[src/rtl/jpeg_pkg.sv]
// Shared JPEG datapath types: transpose-buffer geometry, controller state and perf-counter helper.
package jpeg_pkg;

    localparam int unsigned TP_N   = 8;
    localparam int unsigned TP_W   = 12;
    localparam int unsigned TP_CW  = $clog2(TP_N);
    localparam int unsigned PERF_W = 16;

    typedef enum logic {
        FILL  = 1'b0,
        DRAIN = 1'b1
    } tp_state_t;

    // One 8-coefficient row (or column) as seen at the transpose buffer ports.
    typedef logic [TP_N-1:0][TP_W-1:0] tp_row_t;

    function automatic logic [PERF_W-1:0] sat_inc(input logic [PERF_W-1:0] v);
        return (&v) ? v : v + PERF_W'(1);
    endfunction

endpackage

[src/rtl/transpose_ctrl.sv]
// Write/read sequencer for the 8x8 transpose buffer between the DCT row and column passes.
// Optional perf counters are built only when TRANSPOSE_CTRL_PERF_EN is defined.
module transpose_ctrl
    import jpeg_pkg::*;
#(
    parameter int unsigned N  = TP_N,
    parameter int unsigned CW = $clog2(N)
) (
    input  logic              clk,
    input  logic              rst,
    input  logic              in_valid,
    output logic              in_ready,
    output logic              out_valid,
    input  logic              out_ready,
    output logic              tp_wr,
    output logic              tp_rd,
    output logic              busy,
    output logic              blk_done,
    output logic [PERF_W-1:0] perf_blocks,
    output logic [PERF_W-1:0] perf_stall
);

    tp_state_t       state_q, state_d;
    logic [CW-1:0]   wr_cnt_q, wr_cnt_d;
    logic [CW-1:0]   rd_cnt_q, rd_cnt_d;
    logic [CW-1:0]   out_cnt_q, out_cnt_d;
    logic            out_valid_q, out_valid_d;
    logic            blk_done_q, blk_done_d;
    logic            col_hs;

    always_ff @(posedge clk) begin
        if (rst) begin
            state_q     <= FILL;
            wr_cnt_q    <= '0;
            rd_cnt_q    <= '0;
            out_cnt_q   <= '0;
            out_valid_q <= 1'b0;
            blk_done_q  <= 1'b0;
        end else begin
            state_q     <= state_d;
            wr_cnt_q    <= wr_cnt_d;
            rd_cnt_q    <= rd_cnt_d;
            out_cnt_q   <= out_cnt_d;
            out_valid_q <= out_valid_d;
            blk_done_q  <= blk_done_d;
        end
    end

    // Strobes are decoded from state; reads only fire when the output register can take a new column.
    always_comb begin
        state_d     = state_q;
        wr_cnt_d    = wr_cnt_q;
        rd_cnt_d    = rd_cnt_q;
        out_cnt_d   = out_cnt_q;
        out_valid_d = out_valid_q;
        blk_done_d  = 1'b0;
        in_ready    = 1'b0;
        tp_wr       = 1'b0;
        tp_rd       = 1'b0;
        col_hs      = out_valid_q && out_ready;

        unique case (state_q)
            FILL: begin
                in_ready = 1'b1;
                tp_wr    = in_valid;
                if (tp_wr) begin
                    wr_cnt_d = wr_cnt_q + CW'(1);
                    if (wr_cnt_q == CW'(N - 1)) begin
                        state_d = DRAIN;
                    end
                end
            end
            DRAIN: begin
                tp_rd = !out_valid_q || out_ready;
                if (tp_rd) begin
                    rd_cnt_d = rd_cnt_q + CW'(1);
                    if (rd_cnt_q == CW'(N - 1)) begin
                        state_d = FILL;
                    end
                end
            end
            default: begin
                state_d = FILL;
            end
        endcase

        if (tp_rd) begin
            out_valid_d = 1'b1;
        end else if (out_ready) begin
            out_valid_d = 1'b0;
        end

        if (col_hs) begin
            out_cnt_d = out_cnt_q + CW'(1);
            if (out_cnt_q == CW'(N - 1)) begin
                blk_done_d = 1'b1;
            end
        end
    end

    assign out_valid = out_valid_q;
    assign blk_done  = blk_done_q;
    assign busy      = (wr_cnt_q != '0) || (state_q == DRAIN) || out_valid_q;

`ifdef TRANSPOSE_CTRL_PERF_EN
    logic [PERF_W-1:0] perf_blocks_q, perf_blocks_d;
    logic [PERF_W-1:0] perf_stall_q, perf_stall_d;

    always_ff @(posedge clk) begin
        if (rst) begin
            perf_blocks_q <= '0;
            perf_stall_q  <= '0;
        end else begin
            perf_blocks_q <= perf_blocks_d;
            perf_stall_q  <= perf_stall_d;
        end
    end

    // Saturating: a stuck downstream must not wrap the stall count back to a small value.
    always_comb begin
        perf_blocks_d = perf_blocks_q;
        perf_stall_d  = perf_stall_q;
        if (blk_done_q) begin
            perf_blocks_d = sat_inc(perf_blocks_q);
        end
        if (out_valid_q && !out_ready) begin
            perf_stall_d = sat_inc(perf_stall_q);
        end
    end

    assign perf_blocks = perf_blocks_q;
    assign perf_stall  = perf_stall_q;
`else
    assign perf_blocks = '0;
    assign perf_stall  = '0;
`endif

endmodule

[config.mk]
export PLATFORM = sky130hd
export DESIGN_NAME = transpose_ctrl
export DESIGN_NICKNAME = d
export VERILOG_FILES = /design/src/rtl/jpeg_pkg.sv /design/src/rtl/transpose_ctrl.sv
export SDC_FILE = /design/constraint.sdc
export NUM_CORES = 1
export LEC_CHECK = 0
export ABC_AREA = 0
export CELL_PAD_IN_SITES_DETAIL_PLACEMENT = 0
export CELL_PAD_IN_SITES_GLOBAL_PLACEMENT = 1
export CORE_MARGIN = 2
export CORE_UTILIZATION = 25
export DETAILED_ROUTE_END_ITERATION = 6
export HOLD_SLACK_MARGIN = 0.05
export PLACE_DENSITY = 0.84
export RECOVER_POWER = 25
export SYNTH_ARGS = -nofsm -noshare
export SYNTH_HDL_FRONTEND = slang
export SYNTH_SLANG_ARGS = --single-unit
[constraint.sdc]
create_clock -name clk -period 1.05 [get_ports clk]
set_input_delay 0.1575 -clock clk [delete_from_list [all_inputs] [get_ports clk]]
set_output_delay 0.1575 -clock clk [all_outputs]
set_load 0.01 [all_outputs]
==> results.py <==
metrics = {
    "synth": {
        "yosys_warnings": 0,
        "netlist_instances": 91,
        "ys_seq_area_share_pct": 29.6,
        "synth_area_sq_um": 811,
        "avgSynthCellArea_sq_um": 8.91,
        "yosysUniqueCellTypes": 19,
        "ys_ff_latch": 12,
    },
    "sta": {
        "finalHoldViolations": 0,
        "slew_violations": 0,
        "min_period_ns": 1.13,
        "fmax_ghz": 0.885,
        "setup_viol": 6,
        "rsz0062_at_grt": "yes",
        "period_share_pct": 108,
        "skew_ns": 0.00838,
        "layout_setup_ws_ns": -0.0799,
    },
    "setup_path": {
        "crit_slowest_cell": "dfxtp_4",
        "crit_fanout": 4,
        "critPathBufInv": 2,
        "crit_required_ns": 0.89,
        "r2r-start": "state_q$_SDFF_PP0_",
        "worstPathArrival_ns": 0.97,
        "r2r_end": "rd_cnt_q[0]$_SDFFE_PP0P_",
        "crit_family": "flip-flops",
        "crit_cells": 3,
        "crit_path_end_kind": "output pin",
        "crit_type": "reg -> out",
        "max_stage_delay_ns": 0.39,
        "start_kind": "flop",
        "worst-r2r-cell-count": 4,
        "rrSetupSlack_ns": -0.05,
        "cp_cell_sequence": "inv_4, a21oi_4, buf_6",
        "crit_start": "state_q$_SDFF_PP0_",
        "setup.worst_path.end": "tp_rd",
    },
    "clocking": {
        "insertion_delay_ns": 0.27,
        "cts-root-buf": "clkbuf_4",
        "cts_sinks": 12,
        "cts.path.max_buffers": 2,
        "cts_tree": "built",
        "cts_buffers": 3,
        "cts_max_level": 1,
        "clkSlewWorstSetupHoldPaths_ns": 0.08,
    },
    "pwr": {
        "switchingPower_w": 0.000265,
        "p_leak_nw": 0.512,
        "clock_power_share_pct": 35.4,
        "p_int_w": 0.000749,
        "p_per_area_mw_per_mm2": 920,
        "power_w": 0.00101,
        "sw_frac_of_total_pct": 26.1,
        "p_seq_share_pct": 46.0,
        "comb_power_share_pct": 18.6,
        "ir_drop_v": 0.000709,
    },
    "global_routing": {
        "antenna_found_initial": 0,
        "grt_pass1_vias": 521,
        "grt_max_degree": 10,
        "grt_pass1_wl_um": 2050,
        "grt.overflow.total": 0,
        "grt_usage_pct": 7.72,
    },
    "detailed_routing": {
        "routedWlPerCell_um": 8.28,
        "num_vias": 542,
        "drt_pass1_iterations": 2,
        "ant_nets": 0,
        "routed_wl_um": 1320,
        "via_per_inst": 3.41,
        "drc": 0,
        "drt-initial-drc-count": 1,
    },
    "placement": {
        "port_buffers": 9,
        "hpwl_um": 1030,
        "place_area_sq_um": 892,
        "post-place-ws_ns": -0.540,
        "gp_congestion": 0.680,
    },
    "floorplan": {
        "pin_count": 42,
        "initial_core_util_pct": 26.3,
        "die-area_sq_mm": 0.00371,
        "chipWidth_um": 61.0,
        "core_area_sq_mm": 0.00308,
        "num_rows": 20,
        "die_h_um": 61.0,
    },
    "flow_run": {
        "maxCapViolCount": 0,
    },
    "layout": {
        "drive_above_1_share_pct": 40.9,
        "final_util_pct": 35.8,
        "fill_cells": 322,
        "finalNetCount": 127,
        "diodes": 0,
        "design_area_sq_mm": 0.00110,
        "syn2layout_area_growth_pct": 36.0,
    },
    "hold_path": {
        "hold_depth": 3,
        "min_path_type": "in -> reg",
    },
    "outcome": {
        "violations": "negative setup slack",
        "status": "complete, but fails checks",
    },
}
## cells by family after synthesis
kind of cell               synth area share [%]
muxes                                      6.79
DFF                                        29.6
other                                     0.463
and+or+nand+nor                            12.0
adders and majority gates                  10.8
buffers and inverters                      32.7
xor gates and xnor gates                   2.16
AOI/OAI and AO/OA                          5.40
## power by group through the flow
stage          sequential, W  clock [W]  combinational [W]
6_report            0.000467   0.000359           0.000189
5_1_grt             0.000468   0.000395           0.000209
4_1_cts             0.000466   0.000373           0.000161
3_5_place_dp        0.000478          0           0.000156
3_3_place_gp        0.000477          0           0.000151
2_1_floorplan       0.000479          0           0.000184
## layer usage
layer / wire (um) / vias up / track usage (%)
li1: - / 275 / -
met1: 455 / 244 / 7.31
met2: 750 / 19 / 14.7
met3: 88 / 4 / 3.20
met4: 21 / 0 / 2.80
met5: 0 / - / 0
## state kept, by name, indices dropped and copies added (netlist names)
name / flops
out_valid: 1
wr_cnt_q: 3
out_cnt_q: 3
state_q: 1
rd_cnt_q: 3
blk_done: 1
## metrics by stage
stage	hold slack [ns]	setup TNS, ns	instances
floorplan	0.318	0	122
global placement	0.448	-3.84	150
detailed placement	0.467	-4.26	150
CTS	0.397	-0.480	157
global route	0.314	-0.720	159
finish	0.262	-0.263	159
## synth_stat cells
master,n,share of area (%)
mux2_4,1,1.9
a21oi_1,4,2.5
mux2i_1,4,4.9
conb_1,1,0.46
dfxtp_1,12,30
nand3_1,3,1.9
ha_1,7,11
nor3b_1,1,0.93
a211oi_1,1,0.93
xor2_1,1,1.1
xnor2_1,1,1.1
nand2_1,3,1.4
nor2b_1,2,1.5
inv_1,4,1.9
buf_4,32,30
nor2_1,7,3.2
a21oi_4,1,2.0
buf_2,2,1.2
nand2b_1,4,3.1
## tightest hold or removal path, cell delays in order
cell and delay [ns]:
dlymetal6s2s_1 0.12, a21oi_1 0.09, a211oi_2 0.13
## repair_timing
action,in CTS,in global routing
hold buffers,0,0
setup buffers,3,2
pin swaps,4,6
gates resized for setup,43,17
endpoints found under the setup margin,11,12
## area by class of cell
| cell class | instances | area (sq um) | share of cell area, % |
|---|---|---|---|
| timing repair buffer | 23 | 220 | 20.0 |
| sequential | 12 | 253 | 22.9 |
| tap | 44 | 55.1 | 4.99 |
| clock buffer | 4 | 36.3 | 3.29 |
| inverter | 4 | 17.5 | 1.59 |
| multi-input combinational | 72 | 520 | 47.2 |
## placed cells by master, fill, tap and decap left out, types with 4 or more instances in the layout
master    Yosys  routed
ha_4          0       5
mux2i_1       4       4
dfxtp_2       0       4
nand2b_1      4       4
buf_4        32       9
buf_6         0      10
conb_1        1      32
dfxtp_1      12       6
nor2_1        7       6
## worst min path at each step
| stage | endpoint | start |
|---|---|---|
| after floorplan | out_cnt_q[1]$_SDFFE_PP0P_ | out_ready |
| after global placement | out_cnt_q[1]$_SDFFE_PP0P_ | out_cnt_q[1]$_SDFFE_PP0P_ |
| after detailed placement | out_cnt_q[1]$_SDFFE_PP0P_ | out_cnt_q[1]$_SDFFE_PP0P_ |
| after CTS | out_valid$_SDFFE_PP0P_ | out_ready |
| after global routing | state_q$_SDFF_PP0_ | in_valid |
| final | state_q$_SDFF_PP0_ | in_valid |
Note: power is estimated with default switching activity, not from simulation.
